<file path="src/rtl/grostl_pkg.sv">
// -----------------------------------------------------------------------------
// grostl_pkg
// Shared definitions for the Groestl MixBytes scheduler:
//   - legal column counts for the two Groestl variants
//   - the 8-byte column type fed to the column MixBytes unit
//   - scheduler FSM states and requester tags
//   - GF(2^8) helpers (polynomial 0x11b) used by the column unit
// No ports; imported by grostl_mix_col and grostl_mix_sched.
// -----------------------------------------------------------------------------
package grostl_pkg;

    localparam int NCOLS_256 = 8;    // 512-bit state
    localparam int NCOLS_512 = 16;   // 1024-bit state

    // Element 0 is row 0 and sits in the most significant byte, matching the
    // big-endian byte order of the state vector.
    typedef logic [0:7][7:0] col_t;

    typedef enum logic [1:0] {
        IDLE,
        MIX,
        DONE
    } fsm_e;

    localparam logic ID_P = 1'b0;
    localparam logic ID_Q = 1'b1;

    // Circulant row 0; row i uses this row rotated right by i positions.
    localparam col_t MB_ROW0 = {8'h02, 8'h02, 8'h03, 8'h04,
                                8'h05, 8'h03, 8'h05, 8'h07};

    // Multiply by x (0x02) modulo x^8 + x^4 + x^3 + x + 1.
    function automatic logic [7:0] gf_xtime(input logic [7:0] a);
        return {a[6:0], 1'b0} ^ (a[7] ? 8'h1b : 8'h00);
    endfunction

    // Multiply by a small constant; every MixBytes coefficient fits in 3 bits.
    function automatic logic [7:0] gf_mul(input logic [7:0] a, input logic [2:0] c);
        logic [7:0] a2;
        logic [7:0] a4;
        a2 = gf_xtime(a);
        a4 = gf_xtime(a2);
        return (c[0] ? a : 8'h00) ^ (c[1] ? a2 : 8'h00) ^ (c[2] ? a4 : 8'h00);
    endfunction

endpackage

</file>
<file path="src/rtl/grostl_mix_col.sv">
// -----------------------------------------------------------------------------
// grostl_mix_col
// Purely combinational MixBytes for one 8-byte state column.
//   din  : column in, din[63:56] = row 0 ... din[7:0] = row 7
//   dout : mixed column, same byte order
// dout[i] = XOR over j of C[i][j] * din[j], with C[i][j] = MB_ROW0[(j - i) mod 8].
// -----------------------------------------------------------------------------
module grostl_mix_col
    import grostl_pkg::*;
(
    input  logic [63:0] din,
    output logic [63:0] dout
);

    col_t       d;
    col_t       m;
    logic [2:0] k;

    assign d = din;

    // NOTE: every variable written here gets a value before any branch or
    // loop can skip it; otherwise synthesis infers a latch to hold the old one.
    always_comb begin
        m = '0;
        k = '0;
        for (int i = 0; i < 8; i++) begin
            for (int j = 0; j < 8; j++) begin
                // 3-bit truncation performs the mod-8 rotation.
                k    = 3'(j - i);
                m[i] = m[i] ^ gf_mul(d[j], MB_ROW0[k][2:0]);
            end
        end
    end

    assign dout = m;

endmodule

</file>
<file path="src/rtl/grostl_mix_sched.sv">
// -----------------------------------------------------------------------------
// grostl_mix_sched
// Shares one column MixBytes unit between the P and Q permutation requesters.
// A granted state is loaded into state_q, mixed in place one column per
// cycle, then offered on the output with a requester tag.
//
// Ports:
//   clk, rst               clock, asynchronous active-high reset
//   p_valid/p_ready/p_state P requester handshake and state
//   q_valid/q_ready/q_state Q requester handshake and state
//   out_valid/out_ready     result handshake
//   out_state, out_id       mixed state and tag (0 = P, 1 = Q)
//   busy                    high whenever the FSM is not IDLE
//
// NCOLS must be 8 or 16; SW is derived and must not be overridden.
// -----------------------------------------------------------------------------
module grostl_mix_sched
    import grostl_pkg::*;
#(
    parameter int NCOLS = NCOLS_256,
    parameter int SW    = NCOLS * 64
) (
    input  logic          clk,
    input  logic          rst,
    input  logic          p_valid,
    output logic          p_ready,
    input  logic [SW-1:0] p_state,
    input  logic          q_valid,
    output logic          q_ready,
    input  logic [SW-1:0] q_state,
    output logic          out_valid,
    input  logic          out_ready,
    output logic [SW-1:0] out_state,
    output logic          out_id,
    output logic          busy
);

    localparam int CW = $clog2(NCOLS);

    fsm_e          fsm_q;
    fsm_e          fsm_n;
    logic [SW-1:0] state_q;
    logic [CW-1:0] col_q;
    logic          id_q;
    logic          prio;
    logic          grant_q;
    logic          last_col;
    logic [CW+5:0] col_lsb;
    logic [63:0]   col_in;
    logic [63:0]   col_out;

    // Column j lives at bits [SW-1-64j -: 64]; with NCOLS a power of two the
    // reversed column index ~col_q gives its LSB-based offset directly.
    assign col_lsb  = {~col_q, 6'd0};
    assign col_in   = state_q[col_lsb +: 64];
    assign last_col = (col_q == CW'(NCOLS - 1));

    grostl_mix_col u_col (
        .din  (col_in),
        .dout (col_out)
    );

    // NOTE: sequential state uses non-blocking assignments so every flop
    // samples pre-edge values regardless of statement order.
    always_ff @(posedge clk or posedge rst) begin
        if (rst) fsm_q <= IDLE;
        else     fsm_q <= fsm_n;
    end

    always_comb begin
        fsm_n     = fsm_q;
        grant_q   = 1'b0;
        p_ready   = 1'b0;
        q_ready   = 1'b0;
        out_valid = 1'b0;
        unique case (fsm_q)
            IDLE: begin
                grant_q = q_valid && (!p_valid || prio);
                // Readies are combinational from the valids, so hold them low
                // while reset is asserted to keep every output at zero.
                p_ready = !rst && p_valid && !grant_q;
                q_ready = !rst && grant_q;
                if (p_valid || q_valid) fsm_n = MIX;
            end
            MIX: begin
                if (last_col) fsm_n = DONE;
            end
            DONE: begin
                out_valid = 1'b1;
                if (out_ready) fsm_n = IDLE;
            end
            default: fsm_n = IDLE;
        endcase
    end

    // NOTE: state_q is a plain register rather than a RAM, so it takes the
    // reset too; out_state is driven straight from it and must read zero.
    always_ff @(posedge clk or posedge rst) begin
        if (rst) begin
            state_q <= '0;
            col_q   <= '0;
            id_q    <= ID_P;
            prio    <= 1'b0;
        end else begin
            case (fsm_q)
                IDLE: begin
                    if (p_ready || q_ready) begin
                        state_q <= grant_q ? q_state : p_state;
                        id_q    <= grant_q ? ID_Q : ID_P;
                        col_q   <= '0;
                    end
                end
                MIX: begin
                    state_q[col_lsb +: 64] <= col_out;
                    // Parks on the last column instead of wrapping.
                    if (!last_col) col_q <= col_q + CW'(1);
                end
                DONE: begin
                    if (out_ready) prio <= ~id_q;
                end
                default: ;
            endcase
        end
    end

    assign out_state = state_q;
    assign out_id    = id_q;
    assign busy      = (fsm_q != IDLE);

endmodule

</file>
<file path="config.mk">
export PLATFORM = sky130hd
export DESIGN_NAME = grostl_mix_sched
export DESIGN_NICKNAME = d
export VERILOG_FILES = /design/src/rtl/grostl_pkg.sv /design/src/rtl/grostl_mix_col.sv /design/src/rtl/grostl_mix_sched.sv
export SDC_FILE = /design/constraint.sdc
export NUM_CORES = 2
export LEC_CHECK = 0
export CORE_AREA = 4 4 598 600
export DETAILED_ROUTE_END_ITERATION = 10
export DIE_AREA = 0 0 602 604
export DONT_BUFFER_PORTS = 1
export SKIP_CTS_REPAIR_TIMING = 1
export SLEW_MARGIN = 20
export SYNTH_ARGS = -nofsm -noshare
export SYNTH_HDL_FRONTEND = slang
export SYNTH_SLANG_ARGS = --single-unit
</file>
<file path="constraint.sdc">
create_clock -name clk -period 34.1 [get_ports clk]
set_input_delay 6.82 -clock clk [delete_from_list [all_inputs] [get_ports clk]]
set_output_delay 6.82 -clock clk [all_outputs]
set_load 0.02 [all_outputs]
</file>
==> results.txt <==
* Number of placement rows: 218
* Number of instances in the synthesized netlist: 4049
* Max H-tree Level: 3
- Tot GR Track Use: 22.51%
- Post-synthesis cell area: 0.03601 mm^2
- Root buffer cell: clkbuf_16
* Mapped Avg Cell Area: 8.893 um^2
- CTS tree: done
* Cell type with the largest total area after synthesis: dfrtp_1
- The initial utilization of the core area, before any placement, comes to 10.22%.
- Slew at the pin closest to its max-slew limit: 1.344 ns
* Antenna violations before repair: 378
* Number of endpoints with negative hold slack in the final report: 0
- The final-report max-slew violation count came to 0.
- Post-detailed-route via-to-cell ratio: 4.299
* Final worst path period need: 14.76 ns
* DR vias: 38150
- Fraction of layout cells with a size suffix above 1: 13.14%
* Number of DRC markers after the initial detailed-route iteration: 5109
- Worst hold-check path type: flip-flop to flip-flop
- The die covers 0.3636 mm^2.
- Clock edge transition at the registers on the reported setup and hold paths: 0.06 ns
- The total overflow left after global routing is 0.
- The worst setup path is launched from an input pin.
- The synthesized design contains 519 register bits.
- Setup violations remaining at the end of the flow were counted as 0.
- CP Data Arrival Time: 7.94 ns
- Clock skew: 0.09382 ns
- In this run the standard cell core region covers 0.3521 mm^2.
- Largest net degree at the start of global routing: 138
- Port bufs: 0
* Post-detailed-route count of antenna-violating nets: 0
- Counting instances, the worst hold path has a depth of 1.
* Count of unique library cells instantiated by Yosys: 42
- Detailed placement ended at an HPWL of 366300 um.
* Slack of the worst reg-to-reg path: 27.82 ns
* Type of element capturing the critical path: output port
- Number of fill cells in the layout: 40320
- Routed len/inst: 48.31 um
- STA puts the critical path data required time at 27.28 ns.
- The critical path is of the input pin to output port type.
* Unrepaired setup endpoints after global routing: no
- The first global-routing pass estimated 509500 um of wire.
- Top cells by area in the synthesized netlist: dfrtp_1 (36%), a21oi_1 (13%), nand2_1 (11%), mux4_2 (8.3%), xnor2_1 (6.2%)
- Max-cap violations in this run came to 0.
* Proportion of netlist area held by the largest area contributor: 36.07%
- Area Growth Syn to Fin: 25.50%
- First drt pass iteration count: 8
- The worst pin sits at a relative slew slack of 10.42%.
* Via count of the first global-routing pass: 34630
- Final-layout setup total negative slack: 0 ns
* Clock tree buffer depth: 4
- Outcome: finished clean
- In the routed design, unresolved DRC markers number 0.
* CTS Buf Count: 79
- Total Nets Final: 4987
* Post-route clock period utilization: 43.29%
- Final weighted congestion in routability-driven placement: 0.9925
* Seq/Total Area, Yosys: 36.07%
- The worst register-to-register path has a depth of 9.
- For the worst-skew pair, the clock arrives at the later sink with an insertion delay of 0.85 ns.
* Nets in the synthesized netlist: 5080
* YS warnings: 0
- I/O pins: 1546
- CP Max Fanout: 3
- Number of clock sinks: 519
- Die Ht: 604 um
- Wire length after detailed routing: 428800 um
- Static timing analysis puts the maximum clock frequency at 0.06775 GHz.
- In this run the horizontal extent of the chip is 602 um.
-- worst max-delay path, stage by stage --
cell	delay (ns)
nor2_1	0.27
nand2_1	0.12
a21oi_1	0.72
-- cells in the mapped netlist, drive strengths merged --
master and count:
a21o 1, nor2b 5, mux2i 82, or2 1
ha 2, mux4 132, nand2 1017, buf 41
xor2 109, nand4 3, o21a 4, and3 1
dfrtp 519, or3 1, nand3 3, nand2b 6
a21oi 933, o21ai 399, nor3 11, xor3 7
xnor3 89, a31oi 1, a211oi 10, clkbuf 272
xnor2 269, o311ai 3, and4 1, inv 2
nor2 29, o22ai 5, mux2 1, a221o 90
-- final cells by class --
class	instances	area (um^2)	share of cell area (%)
Multi-Input combinational cell	3215	22060	48.83
Sequential cell	519	13000	28.77
Tap cell	4730	5918	13.10
Clock buffer	101	2221	4.915
Timing Repair Buffer	139	1119	2.475
Clock inverter	36	514.2	1.138
Antenna cell	134	335.3	0.7421
Inverter	2	15.01	0.03323
-- cells by family after synthesis --
kind of cell	Yosys count	synth area share (%)
AOI/OAI and AO/OA	1446	21.51
and+or+nand+nor	1078	11.42
DFF	519	36.07
xor gates and xnor gates	474	15.79
buffers and inverters	315	3.701
muxes	215	11.44
adders and majority gates	2	0.06949
-- state kept, by name (all words and copies together), names as in the netlist --
| signal | flops |
|---|---|
| col_q | 3 |
| fsm_q | 2 |
| out_state | 512 |
| out_id | 1 |
| prio | 1 |
-- routing by layer --
layer | track usage (%) | wire length (um) | vias up
met2 | 35.70 | 192400 | 3276
met4 | 8.266 | 20380 | 240
li1 | - | - | 14250
met3 | 12.32 | 57950 | 928
met1 | 25.31 | 156400 | 19460
met5 | 0 | 1580 | -
-- through the flow --
step	cells	instance area, um^2	hold slack (ns)	setup slack (ns)	utilization, %
6_report	8876	45190	0.5518	19.34	12.83
5_1_grt	8786	44960	0.5797	19.35	12.77
4_1_cts	8742	44830	0.5385	19.41	12.73
3_5_place_dp	8605	42100	0.5246	19.41	11.96
3_3_place_gp	8605	42080	0.5013	19.37	11.95
2_1_floorplan	4049	36010	0.4577	12.78	-
-- path summary, 6_finish.rpt --
kind,start,endpoint
max,rst,p_ready
min,fsm_q[1],fsm_q[0]
max reg2reg,col_q[2],out_state[505]
min reg2reg,fsm_q[1],fsm_q[0]
max in group asynchronous,rst,out_state[363]
min in group asynchronous,rst,out_state[452]
-- cell usage in the layout (no fill, tap or decap), types with 3 or more instances in the layout --
cell / count
o21ai_0: 276
mux2i_1: 33
xor2_1: 99
nor3_1: 10
a211oi_1: 10
mux2i_4: 17
dfrtp_1: 516
nand2_1: 1015
clkinv_2: 9
buf_12: 6
xor2_2: 8
inv_6: 4
nor2b_1: 4
mux4_2: 132
nor2_1: 19
nand2b_1: 6
clkbuf_16: 80
nor2_4: 10
clkbuf_1: 7
bufinv_16: 11
clkbuf_8: 14
mux2i_2: 32
dfrtp_4: 3
o21ai_1: 122
xnor2_2: 37
xor3_1: 7
a221o_1: 90
clkinvlp_4: 9
diode_2: 134
o22ai_1: 5
xnor2_1: 230
o311ai_0: 3
xnor3_1: 87
a21oi_1: 932
o21a_1: 4
buf_4: 133
nand4_1: 3
Power is not shown: default switching activity piles up to over one toggle a cycle in this logic, so the estimate is an artifact.
